==> config.mk <==
export PLATFORM = sky130hd
export DESIGN_NAME = seg7_bus_reader
export DESIGN_NICKNAME = d
export VERILOG_FILES = /design/src/rtl/seg7_bus_reader.sv
export SDC_FILE = /design/constraint.sdc
export NUM_CORES = 1
export LEC_CHECK = 0
export ABC_AREA = 0
export CAP_MARGIN = 0
export CORE_MARGIN = 10
export CORE_UTILIZATION = 55
export CTS_CLUSTER_DIAMETER = 30
export DETAILED_ROUTE_END_ITERATION = 6
export PLACE_DENSITY = 0.79
export SYNTH_ARGS = -nofsm -noshare
export SYNTH_HDL_FRONTEND = slang
export SYNTH_SLANG_ARGS = --single-unit
==> constraint.sdc <==
create_clock -name clk -period 2.7 [get_ports clk]
set_input_delay 0.27 -clock clk [delete_from_list [all_inputs] [get_ports clk]]
set_output_delay 0.27 -clock clk [all_outputs]
set_load 0.01 [all_outputs]
==> src/rtl/seg7_bus_reader.sv <==
// seg7_bus_reader
// Receiving end of a time-multiplexed, active-low seven-segment bus.
// Each digit pattern must hold steady for STABLE clocks before it is decoded
// into its slot. Once every slot has been captured, the assembled value and
// blank mask are offered on a valid/ready interface.
module seg7_bus_reader #(
  parameter int NDIGITS = 2,
  parameter int STABLE  = 4
) (
  input  logic                   clk,
  input  logic                   rst,
  input  logic [0:6]             seg,
  input  logic [NDIGITS-1:0]     dig_sel,
  output logic [4*NDIGITS-1:0]   value,
  output logic [NDIGITS-1:0]     blank,
  output logic                   valid,
  input  logic                   ready,
  output logic                   err
);

  typedef enum logic [0:0] {
    ST_COLLECT = 1'b0,
    ST_OFFER   = 1'b1
  } state_t;

  localparam logic [7:0] STABLE_C = 8'(STABLE);

  // Decoded pattern: {legal, blank, nibble}. Illegal patterns return all zeros.
  function automatic logic [5:0] decode_seg(input logic [0:6] pat);
    logic [5:0] r;
    case (pat)
      7'b0000001: r = {1'b1, 1'b0, 4'h0};
      7'b1001111: r = {1'b1, 1'b0, 4'h1};
      7'b0010010: r = {1'b1, 1'b0, 4'h2};
      7'b0000110: r = {1'b1, 1'b0, 4'h3};
      7'b1001100: r = {1'b1, 1'b0, 4'h4};
      7'b0100100: r = {1'b1, 1'b0, 4'h5};
      7'b0100000: r = {1'b1, 1'b0, 4'h6};
      7'b0001111: r = {1'b1, 1'b0, 4'h7};
      7'b0000000: r = {1'b1, 1'b0, 4'h8};
      7'b0000100: r = {1'b1, 1'b0, 4'h9};
      7'b0001000: r = {1'b1, 1'b0, 4'hA};
      7'b1100000: r = {1'b1, 1'b0, 4'hB};
      7'b0110001: r = {1'b1, 1'b0, 4'hC};
      7'b1000010: r = {1'b1, 1'b0, 4'hD};
      7'b0110000: r = {1'b1, 1'b0, 4'hE};
      7'b0111000: r = {1'b1, 1'b0, 4'hF};
      7'b1111111: r = {1'b1, 1'b1, 4'h0};
      default:    r = 6'b000000;
    endcase
    return r;
  endfunction

  // True when exactly one digit-select line is active.
  function automatic logic is_onehot(input logic [NDIGITS-1:0] v);
    int n;
    n = 0;
    for (int i = 0; i < NDIGITS; i++) begin
      n = n + int'(v[i]);
    end
    return (n == 1);
  endfunction

  // Registered state
  state_t                 state_q, state_d;
  logic [0:6]             s_seg_q, s_seg_d;
  logic [NDIGITS-1:0]     s_sel_q, s_sel_d;
  logic [7:0]             cnt_q, cnt_d;
  logic [4*NDIGITS-1:0]   slot_val_q, slot_val_d;
  logic [NDIGITS-1:0]     slot_blank_q, slot_blank_d;
  logic [NDIGITS-1:0]     captured_q, captured_d;
  logic [4*NDIGITS-1:0]   value_q, value_d;
  logic [NDIGITS-1:0]     blank_q, blank_d;
  logic                   valid_q, valid_d;
  logic                   err_q, err_d;

  // Combinational helpers
  logic                   onehot_s;
  logic                   changed_s;
  logic                   capture_s;
  logic [5:0]             dec_s;

  // Input sampling and the stability counter that qualifies a digit.
  always_comb begin
    s_seg_d   = seg;
    s_sel_d   = dig_sel;
    onehot_s  = is_onehot(dig_sel);
    changed_s = ({seg, dig_sel} != {s_seg_q, s_sel_q});
    cnt_d     = cnt_q;
    if (state_q == ST_OFFER) begin
      // Paused while offering; any pattern must re-qualify from zero afterwards.
      cnt_d = 8'd0;
    end else if (!onehot_s) begin
      cnt_d = 8'd0;
    end else if (changed_s) begin
      cnt_d = 8'd1;
    end else if (cnt_q >= STABLE_C) begin
      cnt_d = STABLE_C;
    end else begin
      cnt_d = cnt_q + 8'd1;
    end
    // Capture only on the edge where the count first reaches STABLE, so a
    // saturated run never captures twice.
    capture_s = (state_q == ST_COLLECT) && (cnt_d == STABLE_C) && (cnt_q != STABLE_C);
  end

  // Decode the qualified pattern into the selected slot, or flag it as illegal.
  always_comb begin
    dec_s        = decode_seg(seg);
    slot_val_d   = slot_val_q;
    slot_blank_d = slot_blank_q;
    captured_d   = captured_q;
    err_d        = 1'b0;
    if (capture_s) begin
      if (dec_s[5]) begin
        for (int i = 0; i < NDIGITS; i++) begin
          if (dig_sel[i]) begin
            slot_val_d[4*i +: 4] = dec_s[3:0];
            slot_blank_d[i]      = dec_s[4];
            captured_d[i]        = 1'b1;
          end else begin
            slot_val_d[4*i +: 4] = slot_val_q[4*i +: 4];
            slot_blank_d[i]      = slot_blank_q[i];
            captured_d[i]        = captured_q[i];
          end
        end
      end else begin
        err_d = 1'b1;
      end
    end else begin
      err_d = 1'b0;
    end

    // The handshake releases all captured slots for the next collection.
    if ((state_q == ST_OFFER) && valid_q && ready) begin
      captured_d = '0;
    end else begin
      captured_d = captured_d;
    end
  end

  // Next-state logic for the collect/offer sequencer and its output registers.
  always_comb begin
    state_d = state_q;
    valid_d = valid_q;
    value_d = value_q;
    blank_d = blank_q;
    case (state_q)
      ST_COLLECT: begin
        if (&captured_q) begin
          state_d = ST_OFFER;
          valid_d = 1'b1;
          value_d = slot_val_q;
          blank_d = slot_blank_q;
        end else begin
          state_d = ST_COLLECT;
        end
      end
      ST_OFFER: begin
        if (valid_q && ready) begin
          state_d = ST_COLLECT;
          valid_d = 1'b0;
        end else begin
          state_d = ST_OFFER;
        end
      end
      default: begin
        state_d = ST_COLLECT;
        valid_d = 1'b0;
      end
    endcase
  end

  // All state registers, cleared asynchronously by rst.
  always_ff @(posedge clk or posedge rst) begin
    if (rst) begin
      state_q      <= ST_COLLECT;
      s_seg_q      <= 7'b1111111;
      s_sel_q      <= '0;
      cnt_q        <= 8'd0;
      slot_val_q   <= '0;
      slot_blank_q <= '0;
      captured_q   <= '0;
      value_q      <= '0;
      blank_q      <= '0;
      valid_q      <= 1'b0;
      err_q        <= 1'b0;
    end else begin
      state_q      <= state_d;
      s_seg_q      <= s_seg_d;
      s_sel_q      <= s_sel_d;
      cnt_q        <= cnt_d;
      slot_val_q   <= slot_val_d;
      slot_blank_q <= slot_blank_d;
      captured_q   <= captured_d;
      value_q      <= value_d;
      blank_q      <= blank_d;
      valid_q      <= valid_d;
      err_q        <= err_d;
    end
  end

  assign value = value_q;
  assign blank = blank_q;
  assign valid = valid_q;
  assign err   = err_q;

endmodule

==> reports/summary.txt, run 1 <==
R2r startpoint = cnt_q[0]
Number of port buffers = 23
Fmax = 392 MHz
WL final = 4370 um
Yosys cell types = 51
Synthesis-stage register bit count = 42
Area of the multi-input gates = 952 um^2
Worst-path fanout max = 5
Share of the synthesized area in the top cell type = 42.2%
CTS resizes = 0
Asr flop ratio synth = 100%
Reg2Reg Depth = 8
Slew Limit Fails = 0
Clock slew at reported path FFs = 90 ps
CTS tree = done
Most area-consuming cells after synthesis = dfrtp_1, dfstp_2, mux2_2, xor2_1, mux2_1
DRT iter0 DRCs = 86
Initial Utilization = 56.7%
Finish-stage setup viols = 0
Cells after Synth = 169
WS Path Type = in2reg
Yosys warns = 0
Arrival time at the worst endpoint = 2740 ps
Drt drc = 0
RePlAce Congestion = 0.782
Via/cell ratio = 5.55
Vias in the first global route = 1510
Largest net degree at the start of global routing = 43
Slowest cell on crit path = or4b_4
FP Rows = 22
Synth Area per Inst = 12.3 um^2
# diodes = 0
Worst-case clock buffer depth = 2
# IOs = 24
Area Overhead vs Synth = 25.7%
Max IR drop VDD = 0.373 mV
Seq/Total Area, Yosys = 51.1%
Total chip power = 1.21 mW
First element of the critical path = seg[6]
DR WL/cell = 16.3 um
First-pass GRT wire length = 7360 um
Slew headroom = 61.2%
Critical path cell sequence = clkdlybuf4s50_1 > or4b_4 > or3_1 > nor4bb_4 > a2111oi_4 > mux2_2
CTS buffer count = 5
Share of cells above drive strength 1 = 30.3%
Gr ovfl total = 0
Tcrit/Tclk final = 94.5%
Initial antenna violation count = 0
Last element of the critical path = slot_blank_q[1]
Clock Skew = 7.35 ps
Post-CTS Setup Inserts = 0
RR Endpoint = slot_blank_q[1]
Critical Path RT = 2890 ps
Reg area = 0.00106 mm^2
PwrDens = 464 mW/mm^2
Leak pwr = 1.18 nW
Worst hold slack = 405 ps
Clk sinks = 42
Main synth FF type = dfrtp_1
Status = finished, final reports clean
Crit path max-delay family = simple AND/OR/NAND/NOR gates
Synth area leader = dfrtp_1
Area of the core = 0.00366 mm^2
Max-capacitance violation count = 0
Final Net Count = 234
Die width = 81.4 um
RSZ-0062 raised after global routing = no
CTS Hold Bufs = 0
WP depth = 6
Total GRT Usage = 14.3%
Routed Antenna Nets = 0
Die Ht = 81.4 um
Die area = 0.00663 mm^2
Worst-margin pin slew = 580 ps
CTS H-tree depth = 2
Setup slack, reg-to-reg = 380 ps
CP endpoint kind = register
Min cycle time layout = 2550 ps
Filler cell count = 274
CP bufs+invs = 1
CTS Root Cell = clkbuf_8
Worst Setup Start Kind = primary input
Post-Synthesis Cell Area = 0.00208 mm^2
Critical path's largest stage delay = 560 ps
HP Class = in2async
Post-synth EDFFs = 0
Final Hold Viols = 0
First-pass detailed-route iteration total = 4
Detailed placer's ending HPWL = 3300 um
Worst skew pair latency = 300 ps
Via count of the routed design = 1493
## layout make-up
| type | instances | area share (%) |
|---|---|---|
| Timing Repair Buffer | 48 | 16.0 |
| Multi-Input combinational cell | 116 | 36.5 |
| Tap cell | 48 | 2.30 |
| Clock buffer | 5 | 2.64 |
| Inverter | 7 | 1.01 |
| Sequential cell | 42 | 40.6 |
| Clock inverter | 3 | 0.959 |
## where the power goes
group          switching, mW  total [mW]  internal, mW  leakage, nW
Sequential           0.00777       0.655         0.647        0.544
Combinational         0.0740       0.140        0.0656        0.595
Clock                  0.231       0.417         0.186       0.0447
Total                  0.313        1.21         0.899         1.18
## metal layers
metal / global-route usage [%] / routed length [um]
met1: 16.4 / 1800
met2: 24.5 / 2300
met3: 3.38 / 147
met4: 7.27 / 128
met5: 0 / 0
## metrics by stage
step	util, %	instances	setup WS (ps)	setup TNS, ps	cell area [um^2]
after detailed placement	68.7	261	-200	-1470	2520
after global placement	68.7	261	-117	-786	2520
final	71.3	269	147	0	2610
after floorplan	-	173	278	0	2090
after CTS	71.3	269	126	0	2610
after global routing	71.3	269	32.5	0	2610
## worst min-delay path: cells and delay by family
family	cells	cell delay, ps
buf+inv	3	880
## synth_stat cells, types with 2 or more instances
master,instances
nor2b_1,2
nor2_1,7
mux2_2,12
o211ai_1,2
buf_4,2
o21ba_1,2
inv_1,7
mux2_1,6
nand3_1,7
or3b_2,2
nor4_1,3
clkbuf_1,3
nor4bb_1,2
xnor2_1,2
a21oi_1,2
ha_1,2
nor3_1,6
or3_1,2
nand2_1,10
buf_6,2
dfrtp_1,35
a211oi_1,2
a2111oi_4,2
o21ai_0,4
o41ai_1,2
xor2_1,9
dfstp_2,7
or4b_2,2
## registers in the layout (all words and copies together), names as in the netlist
register / count
err: 1
value: 8
captured_q: 2
slot_blank_q: 2
cnt_q: 8
state_q: 1
slot_val_q: 8
s_sel_q: 2
s_seg_q: 7
valid: 1
blank: 2
## cells in the final DEF, fill, tap and decap left out, types with 3 or more instances in the layout
master,n
clkdlybuf4s50_1,23
dfrtp_1,35
dfstp_2,7
inv_1,7
clkbuf_8,5
mux2_2,12
xor2_1,9
nor3_1,6
o21ai_0,4
buf_4,25
nand3_1,7
mux2_1,6
nor4_1,3
nand2_1,10
nor2_1,7
conb_1,5
## logic make-up after synthesis
logic type	share of synthesized area, %
AOI/OAI and AO/OA	12.6
xor gates and xnor gates	4.64
adders and majority gates	1.21
buffers and inverters	3.80
DFF	51.1
muxes	9.76
other	0.181
and+or+nand+nor	16.8
## worst min-delay path by stage
stage | cells after the start | endpoint
3_3_place_gp | 1 | slot_val_q[0]
6_report | 3 | slot_val_q[6]
5_1_grt | 3 | slot_val_q[0]
2_1_floorplan | 0 | s_seg_q[0]
3_5_place_dp | 1 | slot_val_q[1]
4_1_cts | 3 | blank[0]
No activity file was read; power rests on OpenSTA's default activity.
==> run 2, diff against run 1 <==
- CORE_UTILIZATION: 55 -> 50
- PLACE_DENSITY: 0.79 -> 0.75
- RECOVER_POWER: default -> 25
- SKIP_LAST_GASP: default -> 1
- clock period: 2.7 -> 2.2 ns (I/O delays scaled with it)
==> run 2 against run 1 <==
Effect of this change: clock skew up 3.4 ps; critical path depth rose by 1; combinational power up 56%; utilization grew 2.2 points; register-to-register slack lost 350 ps; sequential power up 23%; cell area increased by 13%; via count up 11%; non-clock buffer count grew 27; wire length is 25% higher; critical path type is now reg2reg; critical endpoint is now slot_val_q[4].
==> reports/summary.txt, run 2 (same netlist as run 1, synthesis figures left out) <==
Status = finished, final reports clean
Finish-stage setup viols = 0
Routed Antenna Nets = 0
FP Rows = 23
P_int = 1.24 mW
Detailed placer's ending HPWL = 3640 um
Worst Setup Start Kind = register
Total chip power = 1.62 mW
DR WL/cell = 18.3 um
Vias in the first global route = 1799
CTS tree = done
Reg2Reg Depth = 7
Clk pwr share = 37.0%
CP endpoint kind = register
Most common cell after layout, fill and taps aside = buf_4
WL final = 5450 um
Fmax = 460 MHz
Gr ovfl total = 0
Max IR drop VDD = 0.388 mV
Clk sinks = 42
Arrival time at the worst endpoint = 2360 ps
Seq pwr share = 49.5%
CTS buffer count = 5
DP Worst Slack = -641 ps
CTS Hold Bufs = 0
Hold Path End = s_sel_q[1]
Tcrit/Tclk final = 98.8%
Via count of the routed design = 1656
First-pass detailed-route iteration total = 4
Worst-margin pin slew = 1010 ps
Max-capacitance violation count = 0
Clock slew at reported path FFs = 80 ps
# IOs = 24
Setup slack, reg-to-reg = 30 ps
Min cycle time layout = 2170 ps
Clock Skew = 10.7 ps
RR Endpoint = slot_val_q[4]
Die Ht = 84.4 um
First-pass GRT wire length = 8980 um
Die area = 0.00713 mm^2
Area of the core = 0.00400 mm^2
Hold-critical path depth = 1
Setup slack after layout = 27.5 ps
Area of the multi-input gates = 0.00107 mm^2
Total GRT Usage = 15.5%
# diodes = 0
Leak pwr = 1.34 nW
Largest net degree at the start of global routing = 43
HP Class = in2reg
Slew headroom = 32.4%
Final Hold Viols = 0
Area Overhead vs Synth = 41.7%
CTS Root Cell = clkbuf_8
Worst-path fanout max = 5
Slew Limit Fails = 0
Initial Utilization = 51.9%
Placed cell count = 276
Worst-case clock buffer depth = 2
Comb pwr share = 13.5%
Initial antenna violation count = 0
Net Sw Frac = 23.8%
Min-delay src = dig_sel[1]
Drt drc = 0
Critical Path RT = 2390 ps
Total negative slack = 0 ps
DRT iter0 DRCs = 149
RSZ-0062 raised after global routing = yes
Filler cell count = 265
Via/cell ratio = 5.56
Share of cells above drive strength 1 = 42.3%
Final Non-Filler Cells = 298
PwrDens = 552 mW/mm^2
Worst skew pair latency = 300 ps
Die width = 84.4 um
Number of port buffers = 23
Final Net Count = 261
R2r startpoint = s_seg_q[5]
RePlAce Congestion = 0.847
CTS H-tree depth = 2
Reg area = 0.00106 mm^2
Most frequent cells in the layout = buf_4, dfrtp_1, clkdlybuf4s50_1, nand2_1, mux2_2
WS Path Type = reg2reg
Sw Pwr = 387 uW
run 2: worst max path at each step:
stage	start	endpoint	slack, ps
after global routing	s_seg_q[5]	slot_val_q[4]	-20
after detailed placement	seg[3]	slot_val_q[4]	-640
after global placement	seg[1]	slot_val_q[5]	-540
after CTS	seg[3]	slot_val_q[4]	0.3
final	s_seg_q[5]	slot_val_q[4]	30
after floorplan	seg[6]	slot_val_q[2]	-110
run 2: power groups by stage:
| stage | logic, mW | clock network (mW) | registers (mW) |
|---|---|---|---|
| floorplan | 0.0968 | 0 | 0.817 |
| global placement | 0.179 | 0 | 0.817 |
| detailed placement | 0.189 | 0 | 0.819 |
| CTS | 0.209 | 0.617 | 0.804 |
| global route | 0.237 | 0.654 | 0.806 |
| finish | 0.219 | 0.600 | 0.804 |
run 2: area by class of cell:
type	count	area share, %
multi-input combinational	116	36.5
inverter	7	0.894
clock inverter	2	1.28
clock buffer	6	2.47
tap	50	2.13
timing repair buffer	75	20.7
sequential	42	36.0
run 2: repair_timing:
| action | in CTS | in global routing |
|---|---|---|
| gates resized for setup | 32 | 13 |
| cloned | 0 | 1 |
| buffers inserted | 10 | 3 |
| pin swaps | 9 | 9 |
| endpoints found under the setup margin | 12 | 10 |
run 2: critical path: stages (launching register included):
cell	delay, ps
dfstp_2	530
xor2_1	50
nor4_1	310
buf_4	190
nand4_4	150
a2111oi_4	310
buf_4	220
mux2_4	310
run 2: per-layer routing:
| layer | vias up | global-route usage [%] | wire (um) |
|---|---|---|---|
| met5 | - | 0 | 0 |
| met4 | 0 | 9.73 | 252 |
| met3 | 21 | 3.96 | 238 |
| met2 | 51 | 28.1 | 2950 |
| met1 | 819 | 15.5 | 2020 |
| li1 | 765 | - | - |
run 2: per-stage QoR:
stage          util [%]  hold WS (ps)  instance area [um^2]
6_report           73.5           138                  2940
5_1_grt            73.5           137                  2940
4_1_cts            72.8           179                  2910
3_5_place_dp       65.8           489                  2630
3_3_place_gp       65.8           473                  2630
2_1_floorplan         -           224                  2110
==> run 3, diff against run 2 <==
--- a/constraint.sdc
+++ b/constraint.sdc
@@ -3,2 +3,2 @@
 set_output_delay 0.22 -clock clk [all_outputs]
-set_load 0.01 [all_outputs]
+set_load 0.05 [all_outputs]
==> results of run 3 <==
The final DEF is identical to that of run 2. Status: finished, final reports clean.
Among the figures that moved: total power 1.62 mW -> 1.63 mW
